[src/rtl/cmp_arbiter_pkg.sv]
// Shared types for the compare arbiter: FSM state encoding.
package cmp_arbiter_pkg;

    typedef enum logic {
        ST_IDLE = 1'b0,
        ST_EXEC = 1'b1
    } state_t;

endpackage

[src/rtl/cmp.sv]
// Recursive magnitude comparator: splits operands in halves until ORDER reaches LIMIT,
// then merges high/low verdicts (high half dominates unless equal).
module cmp #(
    parameter int ORDER = 3,
    parameter int LIMIT = 0
) (
    input  logic [2**ORDER-1:0] a,
    input  logic [2**ORDER-1:0] b,
    output logic                lt,
    output logic                eq,
    output logic                gt
);

    generate
        if (ORDER <= LIMIT) begin : g_leaf
            assign lt = (a < b);
            assign eq = (a == b);
            assign gt = (a > b);
        end else begin : g_split
            localparam int H = 2**(ORDER-1);
            logic hi_lt, hi_eq, hi_gt;
            logic lo_lt, lo_eq, lo_gt;

            cmp #(.ORDER(ORDER-1), .LIMIT(LIMIT)) u_hi (
                .a (a[2*H-1:H]),
                .b (b[2*H-1:H]),
                .lt(hi_lt),
                .eq(hi_eq),
                .gt(hi_gt)
            );

            cmp #(.ORDER(ORDER-1), .LIMIT(LIMIT)) u_lo (
                .a (a[H-1:0]),
                .b (b[H-1:0]),
                .lt(lo_lt),
                .eq(lo_eq),
                .gt(lo_gt)
            );

            assign lt = hi_lt | (hi_eq & lo_lt);
            assign eq = hi_eq & lo_eq;
            assign gt = hi_gt | (hi_eq & lo_gt);
        end
    endgenerate

endmodule

[src/rtl/cmp_arbiter_rr_pick.sv]
// Combinational round-robin picker: first eligible index at or after ptr, wrapping mod N.
module cmp_arbiter_rr_pick #(
    parameter int N  = 4,
    parameter int IW = $clog2(N)
) (
    input  logic [N-1:0]  eligible,
    input  logic [IW-1:0] ptr,
    output logic          any,
    output logic [IW-1:0] idx
);

    always_comb begin
        any = 1'b0;
        idx = '0;
        // Scan from the farthest offset down so the nearest eligible one wins.
        for (int off = N - 1; off >= 0; off--) begin
            int pos;
            pos = int'(ptr) + off;
            if (pos >= N) pos = pos - N;
            if (eligible[pos]) begin
                any = 1'b1;
                idx = IW'(pos);
            end
        end
    end

endmodule

[src/rtl/cmp_arbiter.sv]
// Shares one comparator among N requesters: round-robin pick in IDLE, compare in EXEC,
// registered lt/eq/gt and a one-cycle done pulse to the served requester.
module cmp_arbiter
    import cmp_arbiter_pkg::*;
#(
    parameter int N     = 4,
    parameter int ORDER = 3,
    parameter int LIMIT = 0
) (
    input  logic             clk,
    input  logic             rst_n,
    input  logic [N-1:0]     req,
    input  logic [N*(2**ORDER)-1:0] a,
    input  logic [N*(2**ORDER)-1:0] b,
    output logic [N-1:0]     grant,
    output logic [N-1:0]     done,
    output logic             lt,
    output logic             eq,
    output logic             gt,
    output logic             busy
);

    localparam int W  = 2**ORDER;
    localparam int IW = $clog2(N);

    state_t        state_reg, state_next;
    logic [IW-1:0] ptr_reg, ptr_next;
    logic [IW-1:0] idx_reg, idx_next;
    logic [W-1:0]  a_reg, a_next;
    logic [W-1:0]  b_reg, b_next;
    logic [N-1:0]  done_reg, done_next;
    logic          lt_reg, lt_next;
    logic          eq_reg, eq_next;
    logic          gt_reg, gt_next;

    logic [W-1:0]  a_arr [N];
    logic [W-1:0]  b_arr [N];
    logic [N-1:0]  eligible;
    logic          pick_any;
    logic [IW-1:0] pick_idx;
    logic          c_lt, c_eq, c_gt;

    generate
        for (genvar gi = 0; gi < N; gi++) begin : g_slice
            assign a_arr[gi] = a[gi*W +: W];
            assign b_arr[gi] = b[gi*W +: W];
            assign grant[gi] = (state_reg == ST_EXEC) && (idx_reg == IW'(gi));
        end
    endgenerate

    // A requester seeing its done this cycle may still hold req; don't serve it again yet.
    assign eligible = req & ~done_reg;

    cmp_arbiter_rr_pick #(.N(N), .IW(IW)) u_pick (
        .eligible(eligible),
        .ptr     (ptr_reg),
        .any     (pick_any),
        .idx     (pick_idx)
    );

    cmp #(.ORDER(ORDER), .LIMIT(LIMIT)) u_cmp (
        .a (a_reg),
        .b (b_reg),
        .lt(c_lt),
        .eq(c_eq),
        .gt(c_gt)
    );

    always_comb begin
        state_next = state_reg;
        ptr_next   = ptr_reg;
        idx_next   = idx_reg;
        a_next     = a_reg;
        b_next     = b_reg;
        done_next  = '0;
        lt_next    = lt_reg;
        eq_next    = eq_reg;
        gt_next    = gt_reg;
        case (state_reg)
            ST_IDLE: begin
                if (pick_any) begin
                    state_next = ST_EXEC;
                    idx_next   = pick_idx;
                    a_next     = a_arr[pick_idx];
                    b_next     = b_arr[pick_idx];
                    ptr_next   = (pick_idx == IW'(N - 1)) ? '0 : pick_idx + 1'b1;
                end
            end
            ST_EXEC: begin
                state_next = ST_IDLE;
                done_next  = N'(1) << idx_reg;
                lt_next    = c_lt;
                eq_next    = c_eq;
                gt_next    = c_gt;
            end
            default: state_next = ST_IDLE;
        endcase
    end

    always_ff @(posedge clk or negedge rst_n) begin
        if (!rst_n) begin
            state_reg <= ST_IDLE;
            ptr_reg   <= '0;
            idx_reg   <= '0;
            a_reg     <= '0;
            b_reg     <= '0;
            done_reg  <= '0;
            lt_reg    <= 1'b0;
            eq_reg    <= 1'b0;
            gt_reg    <= 1'b0;
        end else begin
            state_reg <= state_next;
            ptr_reg   <= ptr_next;
            idx_reg   <= idx_next;
            a_reg     <= a_next;
            b_reg     <= b_next;
            done_reg  <= done_next;
            lt_reg    <= lt_next;
            eq_reg    <= eq_next;
            gt_reg    <= gt_next;
        end
    end

    assign done = done_reg;
    assign lt   = lt_reg;
    assign eq   = eq_reg;
    assign gt   = gt_reg;
    assign busy = (state_reg != ST_IDLE);

endmodule

[config.mk]
export PLATFORM = sky130hd
export DESIGN_NAME = cmp_arbiter
export DESIGN_NICKNAME = d
export VERILOG_FILES = /design/src/rtl/cmp_arbiter_pkg.sv /design/src/rtl/cmp.sv /design/src/rtl/cmp_arbiter_rr_pick.sv /design/src/rtl/cmp_arbiter.sv
export SDC_FILE = /design/constraint.sdc
export NUM_CORES = 1
export LEC_CHECK = 0
export ABC_AREA = 1
export BUFFER_PORTS_ARGS = -buffer_cell sky130_fd_sc_hd__buf_4
export CORE_ASPECT_RATIO = 1.2
export CORE_UTILIZATION = 30
export CTS_CLUSTER_DIAMETER = 150
export DETAILED_ROUTE_END_ITERATION = 10
export HOLD_SLACK_MARGIN = 0.12
export PLACE_DENSITY = 0.62
export SLEW_MARGIN = 15
export SYNTH_ARGS = -nofsm -noshare
export SYNTH_HDL_FRONTEND = slang
export SYNTH_SLANG_ARGS = --single-unit
[constraint.sdc]
create_clock -name clk -period 2.1 [get_ports clk]
set_input_delay 0.42 -clock clk [delete_from_list [all_inputs] [get_ports clk]]
set_output_delay 0.42 -clock clk [all_outputs]
set_load 0.01 [all_outputs]
==> results of run 1 <==
==> kinds of logic after synthesis <==
kind of cell	Yosys count	share of synthesized area, %
xor+xnor	2	0.735
fa+ha+maj	12	6.30
simple gates	215	39.2
flops	28	29.4
buf+inv	111	19.5
compound gates	19	4.83
==> layout by cell type, fill, tap and decap left out, drive strengths merged, types with 3 or more instances in the layout <==
cell type  count
nand2        123
inv           95
buf           85
nand3         77
dfrtp         28
ha            12
o21ai         10
nor2           7
nor3           5
a21oi          4
clkbuf         3
==> how the worst max path moves through the flow <==
| stage | slack (ns) | to | from | depth (start not counted) |
|---|---|---|---|---|
| final | 0.16 | a_reg[4] | ptr_reg[0] | 12 |
| after global routing | -0.006 | a_reg[5] | ptr_reg[0] | 12 |
| after CTS | 0.12 | ptr_reg[1] | ptr_reg[0] | 9 |
| after detailed placement | 0.15 | ptr_reg[1] | ptr_reg[0] | 9 |
| after global placement | 0.24 | a_reg[5] | ptr_reg[0] | 11 |
| after floorplan | 0.48 | a_reg[4] | ptr_reg[0] | 11 |
==> routing by layer <==
layer	vias up	track usage, %	wire, um
li1	1325	-	-
met1	1087	18.3	2650
met2	66	24.3	2810
met3	4	1.58	207
met4	0	4.24	61
met5	-	0	0
==> area by class of cell <==
class	instances	area [um^2]
inverter	95	357
clock buffer	3	41.3
fill	843	4560
multi-input combinational	248	1230
tap	92	115
sequential	28	702
clock inverter	1	30.0
timing repair buffer	86	664
==> what timing repair did <==
item	CTS	global route
endpoints found under the hold margin	28	0
endpoints found under the setup margin	0	19
hold buffers	1	0
buffers inserted	0	0
gates resized for setup	0	4
==> metrics by stage <==
step	instances	power [mW]	setup WS (ns)	hold slack [ns]
floorplan	387	3.91	0.479	0.124
global placement	548	4.55	0.239	0.359
detailed placement	548	4.62	0.146	0.363
CTS	553	5.07	0.122	0.485
global route	553	5.73	-0.00596	0.505
finish	553	5.09	0.160	0.484
==> where the power goes <==
| part | total, mW | internal [mW] | switching (mW) |
|---|---|---|---|
| clock | 0.421 | 0.255 | 0.166 |
| combinational | 3.63 | 1.39 | 2.24 |
| sequential | 1.05 | 0.821 | 0.225 |
| total | 5.09 | 2.46 | 2.63 |
==> results.py, run 1 <==
metrics = {
    "run_status": {
        "run_status": "finished, final reports clean",
    },
    "pwr": {
        "leakagePower_nw": 1.94,
        "powerDensity_nw_per_um2": 1620,
        "max-vdd-ir-drop_v": 0.000628,
    },
    "grt": {
        "grt_first_pass_wirelength_um": 9810,
        "grt_pass1_vias": 2304,
        "grt_max_degree": 34,
        "antenna_found_initial": 0,
        "grt.total_usage_pct": 14.0,
        "grt_overflow": 0,
    },
    "clock_network": {
        "clk_path_buf_depth": 2,
        "clock-root-buffer": "clkbuf_8",
        "cts_tree": "done",
        "cts_inserted_buffers": 3,
        "clk_latency_ns": 0.28,
        "path_clk_slew_ns": 0.10,
        "htree_levels": 1,
        "cts_sinks": 28,
    },
    "synthesis": {
        "syn_nets": 469,
        "synthArstFlopShare_pct": 100,
        "synth_most_common_cell": "nand2_1",
        "avgSynthCellArea_um2": 6.16,
        "syn_area_um2": 2380,
        "synth_top_area_cell": "dfrtp_1",
        "synth_area_leaders": "dfrtp_1 29%, nand2_1 19%, nand3_1 16%",
        "synth.yosys.seq_area_share_pct": 29.4,
        "synth_edf_count": 0,
        "ys_ff_latch": 28,
        "ys_top_cells_by_count": "120 x nand2_1, 92 x inv_1, 76 x nand3_1",
        "ys_warn_count": 0,
        "synth_top_area_share_pct": 29.4,
        "syn_inst": 387,
        "synth-main-ff-cell": "dfrtp_1",
        "synth_cell_type_count": 29,
    },
    "worst_setup_path": {
        "cp_common_cell": "nand2_1",
        "cp.buffers_inverters": 2,
        "r2r-start": "ptr_reg[0]",
        "crit_path_max_fanout": 32,
        "slowest_delay_ns": 0.50,
        "crit_slowest_cell": "dfrtp_2",
        "crit_family": "simple AND/OR/NAND/NOR gates",
        "reg2reg_to": "a_reg[4]",
        "crit_type": "register to register",
        "critical_path_arrival_ns": 2.11,
        "cp.required_ns": 2.27,
        "rrSetupSlack_ns": 0.16,
        "r2r_cells": 12,
        "startpoint_type": "register",
        "end_kind": "register",
        "crit_chain": "inv_2, nand3_1, nand2_1, nor2_1, nor2_1, nand2_2, buf_12, nand3_1, nand3_1, nand2_1, nand2_1, nand2_1",
    },
    "finish": {
        "drive_above_1_share_pct": 21.5,
        "design_area_um2": 3140,
        "area_delta_synth_final_pct": 31.9,
        "utilization_pct": 40.8,
        "nets": 544,
        "antenna_cells": 0,
    },
    "place": {
        "io_buffers": 81,
        "dp_hpwl_um": 4660,
        "place_area_um2": 3040,
        "place.gp.congestion": 0.857,
    },
    "sta": {
        "tns_ns": 0,
        "maxSlewHeadroom_pct": 76.3,
        "slew_viol_final": 0,
        "period_minus_slack_ns": 1.94,
        "fmax_mhz": 515,
        "skew_ns": 0.00898,
        "setup_viol": 0,
        "max_slew.worst_pin.slew_ns": 0.356,
        "post-route-period-util_pct": 92.4,
        "finalHoldViolCount": 0,
    },
    "min_path": {
        "hold_end": "done[0]",
        "hold_class": "register to register",
        "hold_depth": 1,
        "min_from": "idx_reg[1]",
    },
    "floorplan": {
        "coreArea_um2": 7710,
        "die_h_um": 99.6,
        "rows": 35,
        "die_w_um": 83.4,
        "io_pins": 82,
        "die_area_um2": 8310,
        "initial_core_util_pct": 30.9,
    },
    "routing": {
        "wirelength_um": 5730,
        "routed_via_density": 4.49,
        "drt-pass1-iter-count": 5,
        "wl_per_cell_um": 10.4,
        "route.vias.total": 2482,
        "drt_iter0_drc": 85,
        "ant_nets": 0,
        "route.detailed.drc": 0,
    },
    "job": {
        "cap_viol_max_count": 0,
    },
}
Note: power is estimated with default switching activity, not from simulation.
==> run 2: changes to the inputs <==
--- a/config.mk
+++ b/config.mk
@@ -5,14 +5,13 @@
 export SDC_FILE = /design/constraint.sdc
 export NUM_CORES = 1
 export LEC_CHECK = 0
-export ABC_AREA = 1
 export BUFFER_PORTS_ARGS = -buffer_cell sky130_fd_sc_hd__buf_4
 export CORE_ASPECT_RATIO = 1.2
 export CORE_UTILIZATION = 30
 export CTS_CLUSTER_DIAMETER = 150
 export DETAILED_ROUTE_END_ITERATION = 10
 export HOLD_SLACK_MARGIN = 0.12
-export PLACE_DENSITY = 0.62
+export PLACE_DENSITY = 0.65
 export SLEW_MARGIN = 15
 export SYNTH_ARGS = -nofsm -noshare
 export SYNTH_HDL_FRONTEND = slang
==> run 2 against run 1 <==
Net effect: via count is 34% lower; final cell count is 38% lower; worst hold slack worse by 0.024 ns; critical endpoint is now grant[0]; largest cell class unchanged.
==> results.py, run 2 <==
metrics = {
    "floorplan": {
        "io_pins": 82,
        "die_h_um": 88.3,
        "die_area_um2": 6530,
        "initial_core_util_pct": 31.0,
        "die_w_um": 73.9,
        "rows": 31,
        "coreArea_um2": 6010,
    },
    "synthesis": {
        "synth-adder-area-share_pct": 8.06,
        "synth_top_family_by_area": "multiplexers",
        "ys_ff_latch": 28,
        "ys_top_cells_by_count": "33 x mux2i_1, 28 x dfrtp_1, 23 x nand2_1",
        "synth_area_leaders": "dfrtp_1 38%, mux2i_1 18%, ha_1 8.1%",
        "syn_nets": 266,
        "synthMuxAreaShare_pct": 18.3,
        "avgSynthCellArea_um2": 10.1,
        "ys_warn_count": 0,
        "synth.yosys.seq_area_share_pct": 37.6,
        "synth_compound_area_share_pct": 15.7,
        "synthSimpleGateAreaFrac_pct": 12.0,
        "synth_most_common_cell": "mux2i_1",
        "syn_inst": 184,
        "synth_top_area_cell": "dfrtp_1",
        "synth-xor-area-share_pct": 0.470,
        "synth-main-ff-cell": "dfrtp_1",
        "synth_top_area_share_pct": 37.6,
        "syn_area_um2": 1860,
        "synthArstFlopShare_pct": 100,
        "synth_cell_type_count": 36,
        "synth_edf_count": 0,
    },
    "sta": {
        "skew_ns": 0.00474,
        "tns_ns": 0,
        "fmax_mhz": 544,
        "period_minus_slack_ns": 1.84,
        "slew_viol_final": 0,
        "rsz0062_at_grt": "no",
        "setup_viol": 0,
        "finalHoldViolCount": 0,
        "max_slew.worst_pin.slew_ns": 0.388,
        "post-route-period-util_pct": 87.6,
        "maxSlewHeadroom_pct": 74.1,
        "whs_ns": 0.459,
    },
    "clock_network": {
        "cts_tree": "done",
        "post_cts_buffers": 0,
        "cts_inserted_buffers": 3,
        "clock-root-buffer": "clkbuf_8",
        "clk_path_buf_depth": 2,
        "htree_levels": 1,
        "path_clk_slew_ns": 0.10,
        "clk_latency_ns": 0.27,
        "cts_sinks": 28,
    },
    "grt": {
        "antenna_found_initial": 0,
        "grt_pass1_vias": 1595,
        "grt_max_degree": 35,
        "grt.total_usage_pct": 14.2,
        "grt_overflow": 0,
        "grt_first_pass_wirelength_um": 7210,
    },
    "routing": {
        "route.detailed.drc": 0,
        "wl_per_cell_um": 12.7,
        "ant_nets": 0,
        "drt-pass1-iter-count": 4,
        "drt_iter0_drc": 110,
        "routed_via_density": 4.77,
        "wirelength_um": 4370,
        "route.vias.total": 1644,
    },
    "pwr": {
        "internal_power_mw": 2.06,
        "powerDensity_nw_per_um2": 1340,
        "pwr-share-clk_pct": 12.2,
        "leakagePower_nw": 1.32,
        "sw_frac_of_total_pct": 41.0,
        "p_comb_share_pct": 58.7,
        "switchingPower_mw": 1.43,
        "max-vdd-ir-drop_v": 0.000819,
        "seqPwrFrac_pct": 29.1,
    },
    "place": {
        "io_buffers": 81,
        "dp_hpwl_um": 3300,
        "place.gp.congestion": 0.805,
    },
    "worst_setup_path": {
        "cp.required_ns": 1.68,
        "crit_chain": "nor3b_1, buf_4",
        "crit_path_max_fanout": 12,
        "startpoint_type": "register",
        "crit_slowest_cell": "dfrtp_1",
        "slowest_delay_ns": 0.59,
        "critical_path_arrival_ns": 1.42,
        "crit_type": "register to output pin",
        "end_kind": "output pin",
    },
    "min_path": {
        "hold_class": "input port to register",
    },
    "finish": {
        "n_fill_cell": 613,
        "drive_above_1_share_pct": 36.1,
        "final_common_cell": "buf_4",
        "final_cell_mix": "83 x buf_4, 33 x mux2i_1, 28 x dfrtp_1, 23 x nand2_1",
        "nets": 346,
        "area_delta_synth_final_pct": 40.0,
        "antenna_cells": 0,
    },
    "job": {
        "cap_viol_max_count": 0,
    },
    "run_status": {
        "run_status": "finished, final reports clean",
    },
}
[run 2: cell count changes in the layout (fill, tap and decap cells not counted), moves of 5 or more]
cell,before,now
mux2i_1,0,33
inv_1,92,16
o21ai_0,8,2
o221ai_1,0,16
nor3_1,5,0
nand3_1,76,0
nand2b_1,0,8
nand2_1,120,23
[run 2: kinds of logic after synthesis]
group,Yosys count
fa+ha+maj,12
buf+inv,27
compound gates,36
mux,34
flops,28
xor+xnor,1
simple gates,46
[run 2: stage by stage]
step	worst slack [ns]	std cells	utilization (%)	power, mW	area [um^2]
3_3_place_gp	0.305	340	42.0	3.04	2530
4_1_cts	0.223	345	43.4	3.55	2610
5_1_grt	0.150	345	43.4	3.85	2610
2_1_floorplan	0.461	184	-	2.56	1860
3_5_place_dp	0.211	340	42.0	3.09	2530
6_report	0.260	345	43.4	3.49	2610
[run 2: per-layer routing]
layer | up-vias | wire length [um] | global-route usage, %
li1 | 821 | - | -
met1 | 763 | 1860 | 17.8
met2 | 58 | 2260 | 25.1
met3 | 2 | 220 | 2.39
met4 | 0 | 24 | 3.32
met5 | - | 0 | 0
[run 2: area by class of cell]
type                    instances  area [um^2]  share of cell area [%]
well taps                      82          103                    3.93
repair buffers                 85          653                    25.0
inverters                      17         63.8                    2.45
clock inverters                 1         30.0                    1.15
multi-input cells             129         1020                    39.0
clock buffers                   3         41.3                    1.58
flip-flops and latches         28          701                    26.9
[run 2: what timing repair did]
action,in CTS,in global routing
hold buffers,1,0
hold endpoints to repair,28,0
gates resized for setup,0,0
[run 2: path summary, 6_finish.rpt]
path	cells past startpoint	slack [ns]	from	end
worst max register to register	6	0.31	done[2]	a_reg[4]
min in group asynchronous	2	0.59	rst_n	a_reg[7]
max in group asynchronous	2	1.25	rst_n	gt
worst max-delay path	2	0.26	busy	grant[0]
worst min-delay path	3	0.46	b[12]	b_reg[4]
worst min register to register	2	0.51	b_reg[1]	b_reg[1]
[run 2: power groups by stage]
| stage | logic [mW] | clock network [mW] | registers, mW |
|---|---|---|---|
| after CTS | 2.09 | 0.437 | 1.02 |
| after floorplan | 1.58 | 0 | 0.979 |
| after global routing | 2.34 | 0.452 | 1.05 |
| after global placement | 2.02 | 0 | 1.02 |
| final | 2.05 | 0.426 | 1.02 |
| after detailed placement | 2.06 | 0 | 1.03 |
[run 2: worst max-delay path: cells and delay by family, from the launching register on]
family                 cells  cell delay [ns]
DFF                        1             0.59
and+or+nand+nor            1             0.37
buffers and inverters      1             0.19
